`config.mk`:
```
export PLATFORM = sky130hd
export DESIGN_NAME = ip_amba_apb4_slave_regfile
export DESIGN_NICKNAME = d
export VERILOG_FILES = /design/src/rtl/ip_amba_apb4_slave_regfile.sv
export SDC_FILE = /design/constraint.sdc
export NUM_CORES = 1
export LEC_CHECK = 0
export ABC_CLOCK_PERIOD_IN_PS = 3200
export CELL_PAD_IN_SITES_DETAIL_PLACEMENT = 0
export CELL_PAD_IN_SITES_GLOBAL_PLACEMENT = 1
export CORE_MARGIN = 2
export CORE_UTILIZATION = 37
export CTS_CLUSTER_DIAMETER = 150
export DETAILED_ROUTE_END_ITERATION = 6
export HOLD_SLACK_MARGIN = 0.08
export PLACE_DENSITY_LB_ADDON = 0.2
export SETUP_SLACK_MARGIN = 0.4
export SLEW_MARGIN = 25
export SYNTH_ARGS = -nofsm -noshare
export SYNTH_HDL_FRONTEND = slang
export SYNTH_SLANG_ARGS = --single-unit
```
`constraint.sdc`:
```
create_clock -name ip_amba_apb4_slave_regfile_clock -period 3.2 [get_ports ip_amba_apb4_slave_regfile_clock]
set_input_delay 0.64 -clock ip_amba_apb4_slave_regfile_clock [delete_from_list [all_inputs] [get_ports ip_amba_apb4_slave_regfile_clock]]
set_output_delay 0.64 -clock ip_amba_apb4_slave_regfile_clock [all_outputs]
set_load 0.01 [all_outputs]
```
`src/rtl/ip_amba_apb4_slave_regfile.sv`:
```
// APB4 completer fronting a bank of RW registers plus read-only hardware status words.
// Supports byte strobes, fixed wait states, PSLVERR and per-register write pulses.
module ip_amba_apb4_slave_regfile #(
    parameter int DATA_WIDTH  = 32,
    parameter int ADDR_WIDTH  = 12,
    parameter int NUM_REGS    = 16,
    parameter int RO_REGS     = 2,
    parameter int WAIT_STATES = 0
) (
    input  logic                           ip_amba_apb4_slave_regfile_clock,
    input  logic                           ip_amba_apb4_slave_regfile_reset,
    input  logic                           PSEL,
    input  logic                           PENABLE,
    input  logic                           PWRITE,
    input  logic [ADDR_WIDTH-1:0]          PADDR,
    input  logic [DATA_WIDTH-1:0]          PWDATA,
    input  logic [DATA_WIDTH/8-1:0]        PSTRB,
    output logic                           PREADY,
    output logic [DATA_WIDTH-1:0]          PRDATA,
    output logic                           PSLVERR,
    input  logic [RO_REGS*DATA_WIDTH-1:0]  hw_status,
    output logic [NUM_REGS*DATA_WIDTH-1:0] reg_out,
    output logic [NUM_REGS-1:0]            reg_wr_pulse,
    output logic                           fsm_state
);

    localparam int STRB_W   = DATA_WIDTH / 8;
    localparam int OFF_BITS = $clog2(STRB_W);
    localparam int NUM_RW   = NUM_REGS - RO_REGS;
    localparam int RW_DEPTH = (NUM_RW > 0) ? NUM_RW : 1;
    localparam int IDX_W    = (NUM_REGS > 1) ? $clog2(NUM_REGS) : 1;
    localparam logic [ADDR_WIDTH-1:0] OFF_MASK = ADDR_WIDTH'(STRB_W - 1);

    typedef enum logic {
        ST_IDLE   = 1'b0,
        ST_ACCESS = 1'b1
    } state_t;

    state_t                state;
    logic [3:0]            wait_cnt;
    logic [IDX_W-1:0]      idx_q;
    logic                  write_q;
    logic                  err_q;
    logic [DATA_WIDTH-1:0] wdata_q;
    logic [STRB_W-1:0]     strb_q;

    logic [DATA_WIDTH-1:0] rw_regs [RW_DEPTH];
    logic [DATA_WIDTH-1:0] cur_val [NUM_REGS];

    logic [ADDR_WIDTH-1:0] word_idx;
    logic [IDX_W-1:0]      setup_idx;
    logic                  setup_err;
    logic [IDX_W-1:0]      rd_idx;
    logic [DATA_WIDTH-1:0] rd_val;

    assign fsm_state = (state == ST_ACCESS);

    // Decode from the live bus; only meaningful in IDLE during a setup phase.
    assign word_idx  = PADDR >> OFF_BITS;
    assign setup_idx = word_idx[IDX_W-1:0];

    always_comb begin
        setup_err = 1'b0;
        if (|(PADDR & OFF_MASK))
            setup_err = 1'b1;
        if (32'(word_idx) >= 32'(NUM_REGS))
            setup_err = 1'b1;
        if (PWRITE && (32'(word_idx) >= 32'(NUM_RW)))
            setup_err = 1'b1;
    end

    for (genvar i = 0; i < NUM_REGS; i++) begin : g_view
        if (i < NUM_RW) begin : g_rw
            assign cur_val[i] = rw_regs[i];
        end else begin : g_ro
            assign cur_val[i] = hw_status[(i-NUM_RW)*DATA_WIDTH +: DATA_WIDTH];
        end
        assign reg_out[i*DATA_WIDTH +: DATA_WIDTH] = cur_val[i];
    end

    // With zero wait states PREADY rises on the setup edge, so the read index
    // comes straight from the bus; otherwise from the latched transfer.
    always_comb begin
        rd_idx = (state == ST_IDLE) ? setup_idx : idx_q;
        rd_val = '0;
        for (int i = 0; i < NUM_REGS; i++) begin
            if (rd_idx == IDX_W'(i))
                rd_val = cur_val[i];
        end
    end

    always_ff @(posedge ip_amba_apb4_slave_regfile_clock) begin
        if (ip_amba_apb4_slave_regfile_reset) begin
            state        <= ST_IDLE;
            wait_cnt     <= '0;
            idx_q        <= '0;
            write_q      <= 1'b0;
            err_q        <= 1'b0;
            wdata_q      <= '0;
            strb_q       <= '0;
            PREADY       <= 1'b0;
            PSLVERR      <= 1'b0;
            PRDATA       <= '0;
            reg_wr_pulse <= '0;
            for (int i = 0; i < RW_DEPTH; i++)
                rw_regs[i] <= '0;
        end else begin
            reg_wr_pulse <= '0;
            case (state)
                ST_IDLE: begin
                    if (PSEL && !PENABLE) begin
                        idx_q    <= setup_idx;
                        write_q  <= PWRITE;
                        err_q    <= setup_err;
                        wdata_q  <= PWDATA;
                        strb_q   <= PSTRB;
                        wait_cnt <= 4'(WAIT_STATES);
                        state    <= ST_ACCESS;
                        if (WAIT_STATES == 0) begin
                            PREADY  <= 1'b1;
                            PSLVERR <= setup_err;
                            PRDATA  <= (!PWRITE && !setup_err) ? rd_val : '0;
                        end
                    end
                end
                ST_ACCESS: begin
                    if (!PSEL) begin
                        state    <= ST_IDLE;
                        wait_cnt <= '0;
                        PREADY   <= 1'b0;
                        PSLVERR  <= 1'b0;
                        PRDATA   <= '0;
                    end else if (PREADY) begin
                        if (write_q && !err_q) begin
                            for (int i = 0; i < NUM_RW; i++) begin
                                if (idx_q == IDX_W'(i)) begin
                                    for (int b = 0; b < STRB_W; b++) begin
                                        if (strb_q[b])
                                            rw_regs[i][b*8 +: 8] <= wdata_q[b*8 +: 8];
                                    end
                                    reg_wr_pulse[i] <= 1'b1;
                                end
                            end
                        end
                        state   <= ST_IDLE;
                        PREADY  <= 1'b0;
                        PSLVERR <= 1'b0;
                        PRDATA  <= '0;
                    end else if (wait_cnt > 4'd1) begin
                        wait_cnt <= wait_cnt - 4'd1;
                    end else begin
                        // Last wait cycle: PREADY rises for the following cycle.
                        wait_cnt <= '0;
                        PREADY   <= 1'b1;
                        PSLVERR  <= err_q;
                        PRDATA   <= (!write_q && !err_q) ? rd_val : '0;
                    end
                end
                default: state <= ST_IDLE;
            endcase
        end
    end

endmodule

```
-- After elaboration in Yosys (flattened, before gate mapping)
Memories as Yosys holds them, arrays and structs flattened.
Index checks and enable logic that the tools add are counted.
- flip-flop bits (word level): 97
- bits in writable memories: 448
- bits of input ports: 117
- memories: 1
- memory list (name ; words ; bits a word ; rd ports ; clocked after memory_dff ; wr ports ; RTL line ; text):
    rw_regs ; 14 ; 32 ; 14 ; 0 ; 14 ; 47 ; logic [DATA_WIDTH-1:0] rw_regs [RW_DEPTH];
- add/sub/neg operators: 1
- magnitude comparators: 3
- eq/ne operators: 31
- muxes and demuxes: 514
- bitwise operators: 60
- reductions and logical operators: 17
- operators by type and width (kind ; number):
    $mux W32 ; 22
    $mux W8 ; 56
    $mux W1 ; 426
    $pmux W32 S2 ; 1
    $eq A4 B4 Y1 const B ; 14
    $or A1 B1 Y1 ; 56
    $eq A4 B3 Y1 const B ; 8
    $mux W4 ; 5
    $eq A4 B2 Y1 const B ; 4
    $ge A10 B4 Y1 const B ; 1
    $ge A10 B5 Y1 const B ; 1
    $eq A4 B1 Y1 const B ; 2
    $logic_not A4 Y1 ; 2
    $pmux W4 S2 ; 1
    $pmux W1 S2 ; 3
    $reduce_and A2 Y1 ; 3
    $logic_and A1 B1 Y1 ; 5
    $logic_not A1 Y1 ; 5
    $reduce_or A5 Y1 ; 1
    $gt A4 B1 Y1 const B ; 1
    $ne A4 B4 Y1 const B ; 1
    $not A1 Y1 ; 4
    $sub A4 B1 Y4 const B ; 1
    $ne A3 B3 Y1 const B ; 1
    2 further kinds ; 2

-- Logic depth before layout (Yosys ltp)
- word-level depth: 23
- mapped depth: 11
- gate-level depth less buffers: 8

-- Worst setup path before layout
No wires, ideal clock.
- kind: reg-to-reg
- start: register state (netlist: fsm_state)
- end: memory rw_regs[11][4] (netlist: rw_regs[1][100]), enable pin
- setup time: 0.384 ns
- arrival: 2.290 ns
- required time: 2.816 ns
- path slack: 0.526 ns
- cell stages (with the launch flop): 9
- buffers on the path: 4
- path through: dfxtp_1 > buf_4 > buf_4 > buf_2 > nand3_1 > nor3b_1 > buf_2 > nand2_1 > o21ai_0
- RTL lines (item ; RTL line ; text):
    start: declaration ; 39 ; state_t state;
    start signal: assignment ; 94 ; state <= ST_IDLE;
    start signal: assignment ; 118 ; state <= ST_ACCESS;
    start signal: assignment ; 128 ; state <= ST_IDLE;
    end: declaration ; 47 ;

-- Worst setup path in the final report
- start: register state (netlist: fsm_state)
- end: register PRDATA[7]
- cells in the longest elaborated chain, start to end: 23
- elaborated cells between the ends (all ways): 44
- RTL lines (item ; RTL line ; text):
    $mux W4 ; 84 ; rd_idx = (state == ST_IDLE) ? setup_idx : idx_q;
    $logic_not A4 Y1 ; 87 ; if (rd_idx == IDX_W'(i))
    $mux W32 (16 in series) ; 87 ;
    $mux W32 ; 156 ; PRDATA <= (!write_q && !err_q) ? rd_val : '0;
    $mux W32 ; 149 ; end else if (wait_cnt > 4'd1) begin
    $mux W32 ; 133 ; end else if (PREADY) begin
    $mux W32 ; 127 ; if (!PSEL) begin
    $pmux W32 S2 ; 109 ; case (state)
    end signal: assignment ; 122 ; PRDATA <= (!PWRITE && !setup_err) ? rd_val : '0;
    end signal: assignment ; 156 ;
    end: declaration ; 19 ; output logic [DATA_WIDTH-1:0] PRDATA,
Parallel ways exist; a longest one is shown, timed or not. The select of a mux whose other input is x is not followed.
A chain may end at the register's enable or synchronous reset.

==> flow_metrics.env <==
export IMPL_detailroute_via_count=24800
export IMPL_cp_launch_type="flip-flop"
export IMPL_synth_area_um2=25100
export IMPL_cp_cell_sequence="buf_12 > mux2i_4 > buf_12 > buf_12 > buf_4 > mux2_2 > a222oi_1 > buf_4 > o22ai_1 > o2111a_1 > o21a_1"
export IMPL_total_of_hold_buffers_inserted_after_clock_tree_synthesis=0
export IMPL_yosysWarningCount=0
export IMPL_areaGrowthSynthToFinish_pct=44.0
export IMPL_fp_dieArea_um2=69800
export IMPL_sequential_area_share_after_synthesis_pct=61.3
export IMPL_clock_sinks=543
export IMPL_drive_above_1_share_pct=13.5
export IMPL_rsz_0062_raised_after_global_routing="true"
export IMPL_timing_hold_worst_class="reg -> reg"
export IMPL_std_cell_rows=95
export IMPL_clock_tree_from_tritoncts="built"
export IMPL_report_power_total_mw=17.7
export IMPL_timing_critical_path_mode_cell="sky130_fd_sc_hd__buf_12"
export IMPL_timing_critical_path_slowest_stage_cell="sky130_fd_sc_hd__dfxtp_4"
export IMPL_cp_arrival_ns=3.40
export IMPL_synth_edf_count=448
export IMPL_number_of_global_route_vias_before_repair=23500
export IMPL_drc_violation_count_after_routing=0
export IMPL_final_slew_viol_count=0
export IMPL_postSynthCellCount=2342
export IMPL_violation_count_after_the_first_detailed_routing_iteration=3888
export IMPL_worst_max_slew_pin_slew_ns=1.01
export IMPL_die_w_um=264
export IMPL_core_region_area_um2=67200
export IMPL_path_max_fanout=8
export IMPL_finalNetCount=3210
export IMPL_synth_area_per_cell_um2=10.7
export IMPL_dpl_hpwl_mm=105
export IMPL_final_seq_area_um2=15400
export IMPL_post_synth_top_area_fraction_pct=53.7
export IMPL_post_synth_top_area_cell="sky130_fd_sc_hd__edfxtp_1"
export IMPL_drt_vias_per_instance=6.16
export IMPL_htreeDepth=2
export IMPL_layout_cells_most_common="sky130_fd_sc_hd__clkdlybuf4s50_1"
export IMPL_drtPass1Iterations=6
export IMPL_grt_max_degree=91
export IMPL_layout_common_cells="sky130_fd_sc_hd__clkdlybuf4s50_1, sky130_fd_sc_hd__edfxtp_1, sky130_fd_sc_hd__nor2_1, sky130_fd_sc_hd__nand2_1, sky130_fd_sc_hd__buf_4"
export IMPL_worstHoldPathCells=2
export IMPL_grt_pass1_wl_mm=184
export IMPL_cts_clk_slew_worst_paths_ns=0.07
export IMPL_port_buffer_count=677
export IMPL_routabilityCongestion=0.958
export IMPL_vdd_drop_max_uv=448
export IMPL_leakage_nw=12.9
export IMPL_postSynthRegisterBits=543
export IMPL_min_period_over_period_pct=90.3
export IMPL_ant_nets=0
export IMPL_clkLatencyLatePin_ns=0.65
export IMPL_end_kind="flip-flop"
export IMPL_cts_buffers=59
export IMPL_maxSlewHeadroom_pct=32.2
export IMPL_cp_data_required_time_ns=3.71
export IMPL_track_usage_pct=37.6
export IMPL_pwr_density_cell_nw_per_um2=491
export IMPL_clock_tree_buffer_depth=3
export IMPL_timing_hold_violations_final=0
export IMPL_worst_path_largest_cell_delay_ns=0.39
export IMPL_clock_root_buffer="sky130_fd_sc_hd__clkbuf_16"
export IMPL_setup_viol=0
export IMPL_routedWlPerCell_um=34.0
export IMPL_fillerInstances=5871
export IMPL_initial_core_utilization_pct=37.3
export IMPL_synth_top_flop_cell="sky130_fd_sc_hd__edfxtp_1"
export IMPL_outcome="complete, no violations"
export IMPL_post_synth_num_cell_types=77
export IMPL_max_freq_mhz=346
export IMPL_gr_total_overflow=0
export IMPL_dieHeight_um=264
export IMPL_ys_async_sr_fraction_pct=0
export IMPL_fin_clk_skew_ns=0.0356
export IMPL_grt_antenna_before_repair=8
export IMPL_hold_ws_ns=0.454
export IMPL_drv_cap=0
export IMPL_ff2ff_path_depth=11
export IMPL_timing_worst_setup_path_type="reg -> reg"
export IMPL_pin_count=680
export IMPL_drt_wl_total_mm=136
export IMPL_clock_period_minus_final_worst_setup_slack_ns=2.89
export IMPL_multiInputGateArea_um2=8400
export IMPL_post_synth_main_area_contributors="sky130_fd_sc_hd__edfxtp_1, sky130_fd_sc_hd__dfxtp_1, sky130_fd_sc_hd__nor2_1, sky130_fd_sc_hd__nand2_1, sky130_fd_sc_hd__o21ai_0"
==> critical path, delay by kind of cell (launching register included) <==
| family | cells | cell delay, ns |
|---|---|---|
| AO/OA/AOI/OAI | 4 | 0.94 |
| buffers and inverters | 5 | 0.77 |
| multiplexers | 2 | 0.63 |
| flip-flops | 1 | 0.39 |
==> registers in the layout, indices dropped and copies added, names as in the netlist, 4 cells and up <==
name / cells
rw_regs: 448
PRDATA: 32
wdata_q: 32
reg_wr_pulse: 14
idx_q: 4
strb_q: 4
wait_cnt: 4
==> report_power, final <==
group | internal (mW) | switching, mW
clock network | 3.88 | 2.99
logic | 1.13 | 1.53
registers | 7.90 | 0.296
total | 12.9 | 4.81
==> stage by stage <==
step	area (µm²)	setup slack [ns]	setup TNS, ns	utilization (%)	instances
3_3_place_gp	33900	-0.206	-0.467	50.4	3885
6_report	36100	0.310	0	53.7	4016
5_1_grt	36100	0.341	0	53.7	4015
2_1_floorplan	25100	0.526	0	-	2343
4_1_cts	36000	0.380	0	53.5	4008
3_5_place_dp	33900	-0.219	-0.407	50.4	3885
==> path summary, 6_finish.rpt <==
check	start	endpoint	slack (ns)
max	fsm_state$_SDFF_PP0_	PRDATA[7]$_SDFFE_PP0P_	0.31
min	wdata_q[3]$_SDFFE_PP0P_	wdata_q[3]$_SDFFE_PP0P_	0.45
max reg2reg	fsm_state$_SDFF_PP0_	PRDATA[7]$_SDFFE_PP0P_	0.31
min reg2reg	wdata_q[3]$_SDFFE_PP0P_	wdata_q[3]$_SDFFE_PP0P_	0.45
==> cell families after synthesis <==
kind of cell	after synthesis	synth area share (%)
fa+ha+maj	2	0.0998
buf+inv	304	5.87
other cells	1	0.0150
compound gates	626	16.9
flops	543	61.3
mux	47	2.16
xor+xnor	3	0.105
simple gates	816	13.6
==> layer usage <==
metal,routed length [µm],global-route usage (%),part of all wire [%],vias to the layer above
li1,-,-,-,10100
met1,51800,50.2,38,12300
met2,61500,59.0,45,2073
met3,16800,9.25,12,295
met4,6240,14.6,4.6,8
met5,92,0,0.067,-
==> cell usage after synthesis, types with 13 or more instances <==
master / number
sky130_fd_sc_hd__a21oi_1: 122
sky130_fd_sc_hd__a22oi_1: 34
sky130_fd_sc_hd__a222oi_1: 36
sky130_fd_sc_hd__o21ai_0: 147
sky130_fd_sc_hd__nor2b_1: 16
sky130_fd_sc_hd__edfxtp_1: 448
sky130_fd_sc_hd__buf_4: 71
sky130_fd_sc_hd__o2bb2ai_1: 17
sky130_fd_sc_hd__o221ai_1: 14
sky130_fd_sc_hd__nand2_1: 283
sky130_fd_sc_hd__a211oi_1: 27
sky130_fd_sc_hd__inv_1: 49
sky130_fd_sc_hd__o22ai_1: 52
sky130_fd_sc_hd__mux2_2: 27
sky130_fd_sc_hd__dfxtp_1: 95
sky130_fd_sc_hd__buf_2: 44
sky130_fd_sc_hd__nor3_1: 28
sky130_fd_sc_hd__clkbuf_1: 126
sky130_fd_sc_hd__buf_1: 13
sky130_fd_sc_hd__nand3_1: 17
sky130_fd_sc_hd__o211ai_1: 46
sky130_fd_sc_hd__nor2_1: 396
sky130_fd_sc_hd__a221oi_1: 17
==> layout make-up <==
cell class,count,share of cell area [%]
sequential,543,42.6
timing repair buffer,942,25.3
multi-input combinational,1496,23.3
clock buffer,70,4.23
tap,873,3.03
clock inverter,40,1.03
inverter,49,0.513
antenna,3,0.0208
==> what timing repair did <==
action	4_1_cts	5_1_grt
cloned	1	1
setup endpoints to repair	22	27
resized for setup	13	27
setup buffers	12	4
pin swaps	8	23
(Power assumes the default switching activity.)
